File: src/rtl/vga_timing_gen_if.sv
// Raster timing bundle from vga_timing_gen to the pattern generator and VGA pins.
interface vga_timing_gen_if;
  logic       h_sync;
  logic       v_sync;
  logic [9:0] col;
  logic [8:0] row;
  logic       video_on;
  logic       frame_start;

  modport master (
    output h_sync,
    output v_sync,
    output col,
    output row,
    output video_on,
    output frame_start
  );

  modport slave (
    input h_sync,
    input v_sync,
    input col,
    input row,
    input video_on,
    input frame_start
  );
endinterface

File: src/rtl/vga_timing_gen.sv
// VGA raster timing generator: h/v counters decoded into registered, mutually aligned outputs.
// Optional macro CLK_DIV2_EN: pixel ticks on every second clock (50 MHz clock, 25 MHz pixels).
module vga_timing_gen #(
  parameter int unsigned H_ACTIVE = 640,
  parameter int unsigned H_FP     = 16,
  parameter int unsigned H_SYNC   = 96,
  parameter int unsigned H_BP     = 48,
  parameter int unsigned V_ACTIVE = 480,
  parameter int unsigned V_FP     = 10,
  parameter int unsigned V_SYNC   = 2,
  parameter int unsigned V_BP     = 33,
  parameter bit          SYNC_POL = 1'b0
) (
  input logic              clock,
  input logic              reset_n,
  vga_timing_gen_if.master vga
);

  localparam int unsigned H_TOTAL = H_ACTIVE + H_FP + H_SYNC + H_BP;
  localparam int unsigned V_TOTAL = V_ACTIVE + V_FP + V_SYNC + V_BP;

  // Phase boundaries: each is the first count of the following phase.
  localparam logic [9:0] H_ACT_END  = 10'(H_ACTIVE);
  localparam logic [9:0] H_SYNC_BEG = 10'(H_ACTIVE + H_FP);
  localparam logic [9:0] H_BACK_BEG = 10'(H_ACTIVE + H_FP + H_SYNC);
  localparam logic [9:0] H_MAX      = 10'(H_TOTAL - 1);
  localparam logic [9:0] V_ACT_END  = 10'(V_ACTIVE);
  localparam logic [9:0] V_SYNC_BEG = 10'(V_ACTIVE + V_FP);
  localparam logic [9:0] V_BACK_BEG = 10'(V_ACTIVE + V_FP + V_SYNC);
  localparam logic [9:0] V_MAX      = 10'(V_TOTAL - 1);

  localparam logic [1:0] PH_ACTIVE = 2'd0;
  localparam logic [1:0] PH_FRONT  = 2'd1;
  localparam logic [1:0] PH_SYNC   = 2'd2;
  localparam logic [1:0] PH_BACK   = 2'd3;

  logic       tick;
  logic [9:0] h_cnt_q, h_cnt_d;
  logic [9:0] v_cnt_q, v_cnt_d;
  logic [1:0] h_phase, v_phase;

  logic       h_sync_q, h_sync_d;
  logic       v_sync_q, v_sync_d;
  logic [9:0] col_q, col_d;
  logic [8:0] row_q, row_d;
  logic       video_on_q, video_on_d;
  logic       frame_start_q, frame_start_d;

`ifdef CLK_DIV2_EN
  // Enable is 0 on the first edge after reset, so the first pixel tick lands on the second edge.
  logic pix_en_q;

  always_ff @(posedge clock or negedge reset_n) begin
    if (!reset_n) begin
      pix_en_q <= 1'b0;
    end else begin
      pix_en_q <= ~pix_en_q;
    end
  end

  assign tick = pix_en_q;
`else
  assign tick = 1'b1;
`endif

  always_comb begin
    h_cnt_d = h_cnt_q + 10'd1;
    v_cnt_d = v_cnt_q;
    if (h_cnt_q == H_MAX) begin
      h_cnt_d = '0;
      v_cnt_d = (v_cnt_q == V_MAX) ? '0 : v_cnt_q + 10'd1;
    end
  end

  always_comb begin
    if (h_cnt_q < H_ACT_END) begin
      h_phase = PH_ACTIVE;
    end else if (h_cnt_q < H_SYNC_BEG) begin
      h_phase = PH_FRONT;
    end else if (h_cnt_q < H_BACK_BEG) begin
      h_phase = PH_SYNC;
    end else begin
      h_phase = PH_BACK;
    end

    if (v_cnt_q < V_ACT_END) begin
      v_phase = PH_ACTIVE;
    end else if (v_cnt_q < V_SYNC_BEG) begin
      v_phase = PH_FRONT;
    end else if (v_cnt_q < V_BACK_BEG) begin
      v_phase = PH_SYNC;
    end else begin
      v_phase = PH_BACK;
    end
  end

  // All outputs decode the same counter snapshot so they stay mutually aligned.
  always_comb begin
    video_on_d    = (h_phase == PH_ACTIVE) && (v_phase == PH_ACTIVE);
    col_d         = video_on_d ? h_cnt_q : '0;
    row_d         = video_on_d ? v_cnt_q[8:0] : '0;
    h_sync_d      = (h_phase == PH_SYNC) ? SYNC_POL : ~SYNC_POL;
    v_sync_d      = (v_phase == PH_SYNC) ? SYNC_POL : ~SYNC_POL;
    frame_start_d = (h_cnt_q == '0) && (v_cnt_q == '0);
  end

  always_ff @(posedge clock or negedge reset_n) begin
    if (!reset_n) begin
      h_cnt_q       <= '0;
      v_cnt_q       <= '0;
      h_sync_q      <= ~SYNC_POL;
      v_sync_q      <= ~SYNC_POL;
      col_q         <= '0;
      row_q         <= '0;
      video_on_q    <= 1'b0;
      frame_start_q <= 1'b0;
    end else if (tick) begin
      h_cnt_q       <= h_cnt_d;
      v_cnt_q       <= v_cnt_d;
      h_sync_q      <= h_sync_d;
      v_sync_q      <= v_sync_d;
      col_q         <= col_d;
      row_q         <= row_d;
      video_on_q    <= video_on_d;
      frame_start_q <= frame_start_d;
    end
  end

  assign vga.h_sync      = h_sync_q;
  assign vga.v_sync      = v_sync_q;
  assign vga.col         = col_q;
  assign vga.row         = row_q;
  assign vga.video_on    = video_on_q;
  assign vga.frame_start = frame_start_q;

endmodule

File: src/flat_wrapper.sv
// flat-port wrapper written by rule: the top's interface ports become plain ports
module vga_timing_gen_flat 
#(
  parameter int unsigned H_ACTIVE = 640,
  parameter int unsigned H_FP     = 16,
  parameter int unsigned H_SYNC   = 96,
  parameter int unsigned H_BP     = 48,
  parameter int unsigned V_ACTIVE = 480,
  parameter int unsigned V_FP     = 10,
  parameter int unsigned V_SYNC   = 2,
  parameter int unsigned V_BP     = 33,
  parameter bit          SYNC_POL = 1'b0
)
  (clock, reset_n, vga_h_sync, vga_v_sync, vga_col, vga_row, vga_video_on, vga_frame_start);
  vga_timing_gen_if vga_i ();
  input logic clock;
  input logic reset_n;
  output wire logic [$bits(vga_i.h_sync)-1:0] vga_h_sync;
  output wire logic [$bits(vga_i.v_sync)-1:0] vga_v_sync;
  output wire logic [$bits(vga_i.col)-1:0] vga_col;
  output wire logic [$bits(vga_i.row)-1:0] vga_row;
  output wire logic [$bits(vga_i.video_on)-1:0] vga_video_on;
  output wire logic [$bits(vga_i.frame_start)-1:0] vga_frame_start;
  assign vga_h_sync = vga_i.h_sync;
  assign vga_v_sync = vga_i.v_sync;
  assign vga_col = vga_i.col;
  assign vga_row = vga_i.row;
  assign vga_video_on = vga_i.video_on;
  assign vga_frame_start = vga_i.frame_start;
  vga_timing_gen #(.H_ACTIVE(H_ACTIVE), .H_FP(H_FP), .H_SYNC(H_SYNC), .H_BP(H_BP), .V_ACTIVE(V_ACTIVE), .V_FP(V_FP), .V_SYNC(V_SYNC), .V_BP(V_BP), .SYNC_POL(SYNC_POL)) u_core (.clock(clock), .reset_n(reset_n), .vga(vga_i));
endmodule
File: config.mk
export PLATFORM = sky130hd
export DESIGN_NAME = vga_timing_gen_flat
export DESIGN_NICKNAME = d
export VERILOG_FILES = /design/src/rtl/vga_timing_gen_if.sv /design/src/rtl/vga_timing_gen.sv /design/src/flat_wrapper.sv
export SDC_FILE = /design/constraint.sdc
export NUM_CORES = 1
export LEC_CHECK = 0
export ABC_CLOCK_PERIOD_IN_PS = 3900
export CORE_MARGIN = 2
export CORE_UTILIZATION = 50
export DETAILED_ROUTE_END_ITERATION = 8
export DONT_BUFFER_PORTS = 1
export GPL_TIMING_DRIVEN = 1
export PLACE_DENSITY_LB_ADDON = 0.3
export SYNTH_ARGS = -nofsm -noshare
export SYNTH_HDL_FRONTEND = slang
export SYNTH_SLANG_ARGS = --single-unit
File: constraint.sdc
create_clock -name clock -period 3.9 [get_ports clock]
set_input_delay 0.39 -clock clock [delete_from_list [all_inputs] [get_ports clock]]
set_output_delay 0.39 -clock clock [all_outputs]
set_load 0.02 [all_outputs]
Yosys cells after proc, flatten, opt, wreduce, memory -nomap -nowiden

Cells that the tools add are included.

Flip-flop bits (word level): 43
Output and inout bits: 23
Word-level logic and storage cells: 38

$add $sub $neg: 2
Reduce and logical (&&, ||, !) cells: 6
Mux-type cells: 12
Equal/unequal tests: 4
Order comparisons: 6

Operators with widths:

| operator                | number |
|---|---|
| $lt A10 B10 Y1 const B  | 3 |
| $lt A10 B9 Y1 const B   | 3 |
| $mux W10                | 3 |
| $add A10 B1 Y10 const B | 2 |
| $eq A10 B10 Y1 const B  | 2 |
| $logic_not A10 Y1       | 2 |
| $mux W9                 | 1 |
| $mux W2                 | 4 |
| $eq A2 B2 Y1 const B    | 2 |
| $logic_not A2 Y1        | 2 |
| $mux W1                 | 4 |
| $logic_and A1 B1 Y1     | 2 |

Logic depth before layout (Yosys ltp)

Depth in word-level cells: 7
Gate-level depth with buffers: 6
Depth with buffers taken out: 6

Worst setup path before layout

No wires, ideal clock.

Path type: register -> register
Start: register u_core.h_cnt_q[0]
End: register u_core.v_cnt_q[4]
Cell stages (with the launch flop): 6
Data required time: 3.773 ns
Arrival: 1.450 ns
Path buffers: 0
Path slack: 2.322 ns
Cell sequence: dfrtp_1 > ha_1 > and4_4 > and4_4 > nand4_1 > mux2_1

Cells in the longest elaborated chain, start to end: 1

Ends and longest elaborated chain:

| what                   | RTL line              | text |
|---|---|---|
| from (decl)            | vga_timing_gen.sv:38  | `logic [9:0] h_cnt_q, h_cnt_d;` |
| from (signal assigned) | vga_timing_gen.sv:118 | `h_cnt_q <= h_cnt_d;` |
| $eq A10 B10 Y1         | vga_timing_gen.sv:69  | `if (h_cnt_q == H_MAX) begin` |
| to (signal assigned)   | vga_timing_gen.sv:119 | `v_cnt_q <= v_cnt_d;` |
| to (decl)              | vga_timing_gen.sv:39  | `logic [9:0] v_cnt_q, v_cnt_d;` |

Every way passes these cells.
A chain may end at the register's enable or synchronous reset.

Final worst setup path

Same ends and word-level chain as after synthesis.

==> impl_metrics.json <==
{
  "run_status": "complete, no violations",
  "number_of_cells_traversed_by_the_worst_register_to_register_path": 5,
  "port-buffer-count": 0,
  "critPathBufInv": 0,
  "worstHoldPathType": "register to register",
  "fillers": 317,
  "clock_sink_count": 43,
  "crit_path_start": "u_core.h_cnt_q[0]",
  "synth.distinct_cells": 36,
  "final_number_of_max_transition_violations": 0,
  "dominantRegCellSynth": "sky130_fd_sc_hd__dfrtp_1",
  "rsz_0062_raised_after_global_routing": "false",
  "detail_route.iter0.violations": 77,
  "core_area_sq_mm": 0.00363,
  "critical-path-max-stage-delay_ns": 0.41,
  "period_minus_slack_ns": 1.79,
  "number_of_global_route_vias_before_repair": 1097,
  "most_used_cells_in_the_layout_excluding_fill_and_tap_cells": "sky130_fd_sc_hd__dfrtp_1, sky130_fd_sc_hd__and2_1, sky130_fd_sc_hd__nor2_1",
  "grtUsageMet2_pct": 24.2,
  "setup_violations": 0,
  "number_of_max_capacitance_violations_reported": 0,
  "stdcell_area_sq_mm": 0.00202,
  "die_w_microns": 65.0,
  "cts_root_buffer": "sky130_fd_sc_hd__clkbuf_8",
  "detail_route.first_pass.iterations": 4,
  "layout_commonest_cell": "sky130_fd_sc_hd__dfrtp_1",
  "num_rows": 22,
  "critPathArrivalTime_ns": 1.97,
  "synth_async_sr_flop_share_pct": 100,
  "post_cts_buffers": 0,
  "via_count": 1180,
  "die_ar_sq_mm": 0.00423,
  "via_per_inst": 5.57,
  "synthesis.area_per_instance_sq_um": 11.3,
  "worst_slew_pin_slew_ns": 0.750,
  "whs_path_depth": 1,
  "detail-route-antenna-nets": 0,
  "power.leakage_nw": 0.899,
  "globalRouteTotalUtil_pct": 16.7,
  "r2r-start": "u_core.h_cnt_q[0]",
  "timing.critical_path.slowest_stage_cell": "sky130_fd_sc_hd__dfrtp_1",
  "crit_path_end_kind": "register",
  "hold_start": "u_core.h_cnt_q[0]",
  "crit_path_frequent_cell": "sky130_fd_sc_hd__and4_4",
  "wire_length_reported_by_the_detailed_router_mm": 3.09,
  "floorplan.die.height_microns": 65.0,
  "synth_edf_count": 0,
  "yosysWarningCount": 0,
  "wire_length_of_the_first_global_routing_pass_mm": 5.27,
  "timing.setup.tns_ns": 0,
  "slew-limit-headroom_pct": 49.7,
  "crit_fanout": 13,
  "fin_worst_skew_ns": 0.00435,
  "path_class": "register to register",
  "required_ns": 4.08,
  "grt_overflow_total": 0,
  "post_route_total_power_mw": 0.855,
  "worst_ir_drop_vdd_mv": 0.238,
  "hold_viol": 0,
  "final_nets": 169,
  "global_route_met1_usage_pct": 22.9,
  "crit_chain": "ha_1 -> and4_4 -> and4_4 -> nand4_1 -> mux2_1",
  "num_io_pins": 25,
  "synth_cells": 165,
  "routabilityCongestion": 0.838,
  "biggest_area_contributors_in_the_synthesized_netlist": "sky130_fd_sc_hd__dfrtp_1, sky130_fd_sc_hd__and2_1, sky130_fd_sc_hd__dfstp_2",
  "layout-drive-gt1-share_pct": 9.15,
  "timing.reg2reg.setup_slack_ns": 2.11,
  "cts-htree-levels": 2,
  "wire_per_inst_microns": 14.6,
  "layout_worst_path_cycle_share_pct": 46.0,
  "synth_area_sq_mm": 0.00186,
  "placed_cell_area_sq_mm": 0.00186,
  "post-dp-hpwl_mm": 2.03,
  "power_per_cell_area_mw_per_mm2": 423,
  "crit_family": "simple AND/OR/NAND/NOR gates",
  "detail_route.drc_violations": 0,
  "grt.met3_usage_pct": 5.38,
  "grt-busiest-layer": "met2",
  "cts.clk_slew.worst_paths_ns": 0.08,
  "grt_max_degree": 44,
  "flow.area_growth_from_synthesis_pct": 8.60,
  "synth.largest_area_cell": "sky130_fd_sc_hd__dfrtp_1",
  "tritoncts": "yes",
  "synth_seq_area_share_pct": 57.9,
  "clock_latency_ns": 0.29,
  "antennaDiodeCount": 0,
  "timing.fmax_mhz": 558,
  "max-clock-path-buffers": 2,
  "antenna_found_initial": 0,
  "crit-reg2reg-capture": "u_core.v_cnt_q[4]",
  "synthesis.nets": 171,
  "numCtsBuffers": 5,
  "synth.top_cell.area_share_pct": 55.1,
  "initial_utilization_pct": 51.2,
  "critPathLaunchType": "register",
  "postSynthRegisterBits": 43,
  "hold_path_end": "u_core.h_cnt_q[0]"
}
## layout make-up
class | instances | area [sq um] | share of cell area [%]
sequential | 43 | 1080 | 53.3
multi-input combinational | 106 | 702 | 34.7
clock buffer | 6 | 72.6 | 3.59
clock inverter | 2 | 60.1 | 2.97
tap | 48 | 60.1 | 2.97
timing repair buffer | 2 | 30.0 | 1.49
inverter | 5 | 18.8 | 0.928
## logic make-up (layout without fill, tap and decap cells)
family                     Yosys count  in the layout  share of synthesized area [%]
buffers and inverters               16             15                           4.37
adders and majority gates            4              4                           2.69
muxes                                1              1                          0.605
DFF                                 43             43                           57.9
AOI/OAI and AO/OA                   13             13                           4.23
and+or+nand+nor                     77             77                           25.0
xor gates and xnor gates            11             11                           5.17
## layer usage
layer / up-vias / wire length, microns
met5: - / 0
li1: 566 / -
met4: 0 / 46
met1: 576 / 1470
met2: 33 / 1390
met3: 5 / 186
## how the worst max path moves through the flow
stage | endpoint | slack, ns | depth (start not counted)
2_1_floorplan | u_core.v_cnt_q[4] | 2.32 | 5
3_3_place_gp | u_core.v_cnt_q[4] | 2.18 | 5
3_5_place_dp | u_core.v_cnt_q[4] | 2.12 | 5
4_1_cts | u_core.v_cnt_q[4] | 2.12 | 5
5_1_grt | u_core.v_cnt_q[9] | 1.99 | 4
6_report | u_core.v_cnt_q[4] | 2.11 | 5
## worst reg2reg max path: cells and delay by family, from the launching register on
kind	cells	cell delay (ns)
AND/OR/NAND/NOR	3	0.73
flip-flops	1	0.41
multiplexers	1	0.32
adder cells (fa/ha/maj)	1	0.22
## metrics by stage
step / std cells / hold WS, ns / util (%) / setup WS [ns]
finish: 212 / 0.522 / 55.6 / 2.11
global route: 212 / 0.546 / 55.6 / 1.99
CTS: 212 / 0.518 / 55.6 / 2.12
detailed placement: 202 / 0.0953 / 51.2 / 2.12
global placement: 202 / 0.0953 / 51.2 / 2.18
floorplan: 165 / 0.0944 / - / 2.32
## report_power, final
group          switching [mW]  internal, mW
combinational         0.00827       0.00275
sequential                  0         0.446
clock                   0.143         0.256
total                   0.151         0.704
## state kept, by name, indices dropped and copies added, names as in the netlist
register	cells
u_core.h_cnt_q	10
u_core.v_cnt_q	10
u_core.vga.col	10
u_core.vga.row	9
u_core.vga.frame_start	1
u_core.vga.h_sync	1
u_core.vga.v_sync	1
u_core.vga.video_on	1
## timing repair
action                                 CTS  global route
hold buffers                             2             0
resized for setup                        0             0
endpoints found under the hold margin   43             0
## cell usage after synthesis, types with 2 or more instances
cell and count:
sky130_fd_sc_hd__xnor2_1 5, sky130_fd_sc_hd__xor2_1 6, sky130_fd_sc_hd__and3_1 4, sky130_fd_sc_hd__buf_2 8, sky130_fd_sc_hd__o21ai_0 4, sky130_fd_sc_hd__nor3_1 5, sky130_fd_sc_hd__ha_1 4, sky130_fd_sc_hd__nand2_1 8
sky130_fd_sc_hd__nor4b_1 2, sky130_fd_sc_hd__and2_1 15, sky130_fd_sc_hd__dfstp_2 2, sky130_fd_sc_hd__nand3_1 8, sky130_fd_sc_hd__a21oi_1 4, sky130_fd_sc_hd__and4_4 2, sky130_fd_sc_hd__nand4_1 8, sky130_fd_sc_hd__nor4_1 5
sky130_fd_sc_hd__inv_1 5, sky130_fd_sc_hd__nor2_1 12, sky130_fd_sc_hd__dfrtp_1 41
(Power assumes the default switching activity.)
